--- config.mk ---
export PLATFORM = sky130hd
export DESIGN_NAME = led_pattern_ctrl
export DESIGN_NICKNAME = d
export VERILOG_FILES = /design/src/rtl/led_pkg.sv /design/src/rtl/led_tick_gen.sv /design/src/rtl/led_pattern_ctrl.sv
export SDC_FILE = /design/constraint.sdc
export NUM_CORES = 1
export LEC_CHECK = 0
export CORE_MARGIN = 10
export CORE_UTILIZATION = 40
export CTS_BUF_LIST = sky130_fd_sc_hd__clkbuf_8 sky130_fd_sc_hd__clkbuf_16
export CTS_CLUSTER_DIAMETER = 50
export DETAILED_ROUTE_END_ITERATION = 16
export GPL_ROUTABILITY_DRIVEN = 0
export GPL_TIMING_DRIVEN = 0
export PLACE_DENSITY_LB_ADDON = 0.05
export SETUP_SLACK_MARGIN = 0.02
export SLEW_MARGIN = 0
export SYNTH_ARGS = -nofsm -noshare
export SYNTH_HDL_FRONTEND = slang
export SYNTH_SLANG_ARGS = --single-unit
--- constraint.sdc ---
create_clock -name clk_i -period 7.8 [get_ports clk_i]
set_input_delay 1.56 -clock clk_i [delete_from_list [all_inputs] [get_ports clk_i]]
set_output_delay 1.56 -clock clk_i [all_outputs]
set_load 0.02 [all_outputs]
--- src/rtl/led_pkg.sv ---
// Shared encodings for the LED pattern sequencer: pattern modes, FSM states,
// and the number of steps each mode takes to return to its initial pattern.
package led_pkg;

    localparam logic [1:0] MODE_BLINK  = 2'd0;
    localparam logic [1:0] MODE_WALK   = 2'd1;
    localparam logic [1:0] MODE_BOUNCE = 2'd2;
    localparam logic [1:0] MODE_COUNT  = 2'd3;

    typedef enum logic [1:0] {
        ST_IDLE = 2'd0,
        ST_RUN  = 2'd1,
        ST_DONE = 2'd2
    } state_e;

    // Steps per pattern cycle; 9 bits covers count mode at LED_W = 8 (256).
    function automatic logic [8:0] cycle_len(input logic [1:0] mode, input int unsigned led_w);
        logic [8:0] len;
        case (mode)
            MODE_BLINK:  len = 9'd2;
            MODE_WALK:   len = 9'(led_w);
            MODE_BOUNCE: len = 9'(2 * led_w - 2);
            default:     len = 9'(1 << led_w);
        endcase
        return len;
    endfunction

endpackage

--- src/rtl/led_tick_gen.sv ---
// Programmable step divider: strobes tick once every max(div,1) enabled cycles,
// counting from zero after clear.
module led_tick_gen
    import led_pkg::*;
#(
    parameter int DIV_W = 24
) (
    input  logic             clk_i,
    input  logic             rst_i,
    input  logic             clear,
    input  logic             en,
    input  logic [DIV_W-1:0] div,
    output logic             tick
);

    localparam logic [DIV_W-1:0] ONE = DIV_W'(1);

    logic [DIV_W-1:0] cnt_q, cnt_d, div_eff;

    always_comb begin
        div_eff = (div == '0) ? ONE : div;
        tick    = en && (cnt_q == div_eff - ONE);
        cnt_d   = cnt_q;
        if (clear || tick) begin
            cnt_d = '0;
        end else if (en) begin
            cnt_d = cnt_q + ONE;
        end
    end

    always_ff @(posedge clk_i) begin
        if (rst_i) cnt_q <= '0;
        else       cnt_q <= cnt_d;
    end

endmodule

--- src/rtl/led_pattern_ctrl.sv ---
// LED sequencer: accepts config while idle, runs the selected pattern for the
// configured number of cycles (0 = forever) and pulses done on completion.
module led_pattern_ctrl
    import led_pkg::*;
#(
    parameter int               DIV_W       = 24,
    parameter int               LED_W       = 4,
    parameter logic [DIV_W-1:0] DEFAULT_DIV = DIV_W'(12_000_000)
) (
    input  logic             clk_i,
    input  logic             rst_i,
    input  logic             cfg_valid_i,
    output logic             cfg_ready_o,
    input  logic [DIV_W-1:0] cfg_div_i,
    input  logic [1:0]       cfg_mode_i,
    input  logic [7:0]       cfg_reps_i,
    input  logic             start_i,
    input  logic             stop_i,
    output logic             busy_o,
    output logic             done_o,
    output logic             tick_o,
    output logic [LED_W-1:0] led_o
);

    localparam logic [LED_W-1:0] PAT_ONE     = LED_W'(1);
    localparam logic [8:0]       BOUNCE_TURN = 9'(LED_W - 1);

    state_e           state_q, state_d;
    logic [DIV_W-1:0] div_q, div_d;
    logic [1:0]       mode_q, mode_d;
    logic [7:0]       reps_q, reps_d;
    logic [LED_W-1:0] pat_q, pat_d, pat_next, pat_init;
    logic [8:0]       step_q, step_d;
    logic [7:0]       rep_q, rep_d;
    logic             busy_q, busy_d, done_q, done_d;
    logic             tick, clear, last_step;

    led_tick_gen #(.DIV_W(DIV_W)) u_tick (
        .clk_i (clk_i),
        .rst_i (rst_i),
        .clear (clear),
        .en    (state_q == ST_RUN),
        .div   (div_q),
        .tick  (tick)
    );

    assign cfg_ready_o = (state_q == ST_IDLE);
    assign tick_o      = tick;
    assign busy_o      = busy_q;
    assign done_o      = done_q;
    assign led_o       = pat_q;

    always_comb begin
        state_d   = state_q;
        div_d     = div_q;
        mode_d    = mode_q;
        reps_d    = reps_q;
        pat_d     = pat_q;
        step_d    = step_q;
        rep_d     = rep_q;
        clear     = 1'b0;
        last_step = (step_q + 9'd1) == cycle_len(mode_q, LED_W);

        case (mode_q)
            MODE_BLINK:  pat_next = ~pat_q;
            MODE_WALK:   pat_next = {pat_q[LED_W-2:0], pat_q[LED_W-1]};
            MODE_BOUNCE: pat_next = (step_q < BOUNCE_TURN) ? (pat_q << 1) : (pat_q >> 1);
            default:     pat_next = pat_q + PAT_ONE;
        endcase

        if (cfg_valid_i && cfg_ready_o) begin
            div_d  = cfg_div_i;
            mode_d = cfg_mode_i;
            reps_d = cfg_reps_i;
        end

        // Seed from mode_d so a config accepted alongside start takes effect.
        case (mode_d)
            MODE_BLINK: pat_init = '1;
            MODE_COUNT: pat_init = '0;
            default:    pat_init = PAT_ONE;
        endcase

        unique case (state_q)
            ST_IDLE: begin
                if (start_i) begin
                    state_d = ST_RUN;
                    clear   = 1'b1;
                    pat_d   = pat_init;
                    step_d  = '0;
                    rep_d   = '0;
                end
            end
            ST_RUN: begin
                if (stop_i) begin
                    state_d = ST_IDLE;
                    pat_d   = '0;
                end else if (tick) begin
                    pat_d  = pat_next;
                    step_d = step_q + 9'd1;
                    if (last_step) begin
                        step_d = '0;
                        rep_d  = rep_q + 8'd1;
                        if (reps_q != '0 && (rep_q + 8'd1) == reps_q) begin
                            state_d = ST_DONE;
                            pat_d   = '0;
                        end
                    end
                end
            end
            default: state_d = ST_IDLE;
        endcase

        busy_d = (state_d == ST_RUN);
        done_d = (state_d == ST_DONE);
    end

    always_ff @(posedge clk_i) begin
        if (rst_i) begin
            state_q <= ST_IDLE;
            div_q   <= DEFAULT_DIV;
            mode_q  <= MODE_BLINK;
            reps_q  <= '0;
            pat_q   <= '0;
            step_q  <= '0;
            rep_q   <= '0;
            busy_q  <= 1'b0;
            done_q  <= 1'b0;
        end else begin
            state_q <= state_d;
            div_q   <= div_d;
            mode_q  <= mode_d;
            reps_q  <= reps_d;
            pat_q   <= pat_d;
            step_q  <= step_d;
            rep_q   <= rep_d;
            busy_q  <= busy_d;
            done_q  <= done_d;
        end
    end

endmodule

==> results.md <==
- CTS tree: yes
- CTS clk-pin slew, worst paths: 0.06 ns
- Post-synth EDFFs: 0
- Fin Clk Skew: 0.00968 ns
- Critical Path RT: 6.24 ns
- Commonest non-fill, non-tap cell in the layout: nand2_1
- Worst Path Arrival: 5.48 ns
- # IOs: 47
- PwrDens: 174 mW/mm^2
- Crit Path Class: flip-flop to primary output
- Port Buf Inserts: 46
- Critical path endpoint category: primary output
- All-Layer GR Usage: 0.175
- CTS max path bufs: 2
- Final cell utilization of the core: 0.481
- Clock tree root driver cell: clkbuf_16
- DP Wirelength: 12400 microns
- Routed WL: 16000 microns
- Post-cts hold buffer count: 0
- Most frequent cells in the layout: 111 x nand2_1, 83 x dfxtp_1, 57 x nor2_1
- Post-synthesis register bit count: 83
- Max rail drop VDD: 0.0988 mV
- Vias in the first global route: 5101
- Wirelength per Cell: 17.0 microns
- Initial Utilization: 0.406
- Multi-input gate area: 0.00346 sq mm
- Most common flop cell mapped by yosys: dfxtp_1
- Seq/Total Area, Yosys: 0.311
- Layout Nets: 811
- Final Cycle Share: 0.902
- Htree depth: 3
- Antenna-violating nets left: 0
- Fmax: 142 MHz
- Avg Vias per Cell: 5.65
- Syn avg cell area: 7.58 sq um
- Comb power frac: 0.161
- FF+latch area: 0.00166 sq mm
- Initial DRC count: 403
- Slew headroom: 0.469
- Net Sw Frac: 0.269
- Yosys warns: 0
- P_leak: 2.23 nW
- CTS Buf Count: 9
- Post-synth ARST share: 0
- Die width: 136 microns
- Clk pwr share: 0.421
- Die H: 136 microns
- Worst-Margin Slew: 0.786 ns
- Antenna Cells: 0
- Post-CTS Resized: 0
- Fillers: 1312
- Setup TNS: 0 ns
- CTS sink count: 83
- # rows: 42
- Final worst slack: 0.761 ns
- P_sw: 0.000296 W
- Largest net degree at the start of global routing: 13
- Final setup fails: 0
- Worst-path fanout max: 10
- Cell variety after synth: 73
- Post-Synthesis Cell Area: 0.00535 sq mm
- Grt total ovfl: 0
- Slowest Stage Delay on Critical Path: 0.62 ns
- Fin crit period: 7.04 ns
- Status: complete, no violations
- Syn_nets: 754
- Die area: 0.0184 sq mm
- Int Pwr: 0.000805 W
- Vias: 5322
- Final Hold Fails: 0
- Area of the core: 0.0132 sq mm
- Setup WS pre-CTS: 1.17 ns
- Post-synthesis cell count: 706
- Area growth from synthesis to layout: 18.6%
- Initial antenna violation count: 0
- CP max-delay cell: clkdlybuf4s50_1
- Clk Latency, worst-skew pair: 0.35 ns
- Sequential share of power: 0.418
- DR DRC count: 0
- Max Slew Vio Count: 0
- Hold/Removal Path Class: flip-flop to flip-flop
- First-pass DRT Iterations: 5
- RSZ-0062 raised after global routing: false
- CP startpoint kind: flip-flop
- Fraction of layout cells with a size suffix above 1: 0.0470
- CP cell instances: clkbuf_1, or4_4, nor4_1, a31oi_1, ha_1, xor2_1, o221ai_1, a2111oi_0, o211ai_1, or4b_4, nor4_4, and2_1, clkdlybuf4s50_1
- Global-route wire length before repair: 26100 microns
- # Max-Cap Violations: 0
- Postcts setup bufs: 0
[synth_stat cells (14+ instances only)]
library cell / count / share of area
xnor2_1: 27 / 0.044
nor2_1: 57 / 0.040
a21oi_1: 44 / 0.041
and3_1: 15 / 0.018
o211ai_1: 14 / 0.020
dfxtp_1: 83 / 0.31
nand3_1: 42 / 0.039
clkbuf_1: 34 / 0.024
nand2_1: 111 / 0.078
xor2_1: 34 / 0.056
nor3_1: 28 / 0.026
[worst max-delay path, delay by kind of cell, from the launching register on]
| kind | cells | cell delay (ns) |
|---|---|---|
| buffers and inverters | 2 | 0.81 |
| xor gates and xnor gates | 1 | 0.23 |
| and+or+nand+nor | 5 | 2.43 |
| adders and majority gates | 1 | 0.36 |
| DFF | 1 | 0.29 |
| AOI/OAI and AO/OA | 4 | 1.00 |
[power by group through the flow]
| stage | clock network, W | registers (W) | logic (W) |
|---|---|---|---|
| after global placement | 0 | 0.000469 | 0.000174 |
| after global routing | 0.000488 | 0.000463 | 0.000195 |
| after floorplan | 0 | 0.000466 | 0.000109 |
| after CTS | 0.000474 | 0.000460 | 0.000177 |
| after detailed placement | 0 | 0.000470 | 0.000176 |
| final | 0.000464 | 0.000460 | 0.000177 |
[kinds of logic (layout without fill, tap and decap cells)]
logic type / count (synthesis) / count (layout) / share of synthesized area
mux: 4 / 4 / 0.00749
buf+inv: 58 / 118 / 0.0423
flops: 83 / 83 / 0.311
fa+ha+maj: 9 / 9 / 0.0211
simple gates: 347 / 347 / 0.330
xor+xnor: 61 / 61 / 0.0999
compound gates: 144 / 144 / 0.189
[registers in the layout, summed over array words and instances (netlist names), 2 cells and up]
register / flops
led_o: 4
mode_q: 2
step_q: 9
u_tick.cnt_q: 24
state_q: 2
div_q: 24
reps_q: 8
rep_q: 8
[per-stage QoR]
| step | instances | hold slack, ns | total power (W) | cell area (sq um) |
|---|---|---|---|---|
| 3_3_place_gp | 928 | 0.479 | 0.000643 | 6030 |
| 4_1_cts | 942 | 0.494 | 0.00111 | 6350 |
| 5_1_grt | 942 | 0.510 | 0.00115 | 6350 |
| 3_5_place_dp | 928 | 0.483 | 0.000646 | 6030 |
| 2_1_floorplan | 706 | 0.448 | 0.000576 | 5350 |
| 6_report | 942 | 0.492 | 0.00110 | 6350 |
[path summary, 6_finish.rpt]
check	slack, ns	startpoint	endpoint	cells after the start
max	0.76	div_q[6]$_SDFFE_PP0P_	tick_o	13
min	0.49	reps_q[1]$_SDFFE_PP0P_	reps_q[1]$_SDFFE_PP0P_	2
max reg2reg	2.78	div_q[6]$_SDFFE_PP0P_	u_tick.cnt_q[15]$_SDFFE_PP0P_	14
min reg2reg	0.49	reps_q[1]$_SDFFE_PP0P_	reps_q[1]$_SDFFE_PP0P_	2
[cell type report]
| cell class | instances | area share |
|---|---|---|
| multi-input cells | 565 | 0.545 |
| flip-flops and latches | 83 | 0.262 |
| repair buffers | 46 | 0.0726 |
| clock buffers | 11 | 0.0398 |
| well taps | 176 | 0.0347 |
| plain buffers | 45 | 0.0280 |
| clock inverters | 3 | 0.0101 |
| inverters | 13 | 0.00769 |
[layer usage]
metal | global-route usage | vias up | wire (microns)
met5 | 0 | - | 0
met3 | 0.0304 | 37 | 589
met4 | 0.0754 | 0 | 492
li1 | - | 2655 | -
met1 | 0.204 | 2503 | 6930
met2 | 0.305 | 127 | 8000
No activity file was read; power rests on OpenSTA's default activity.
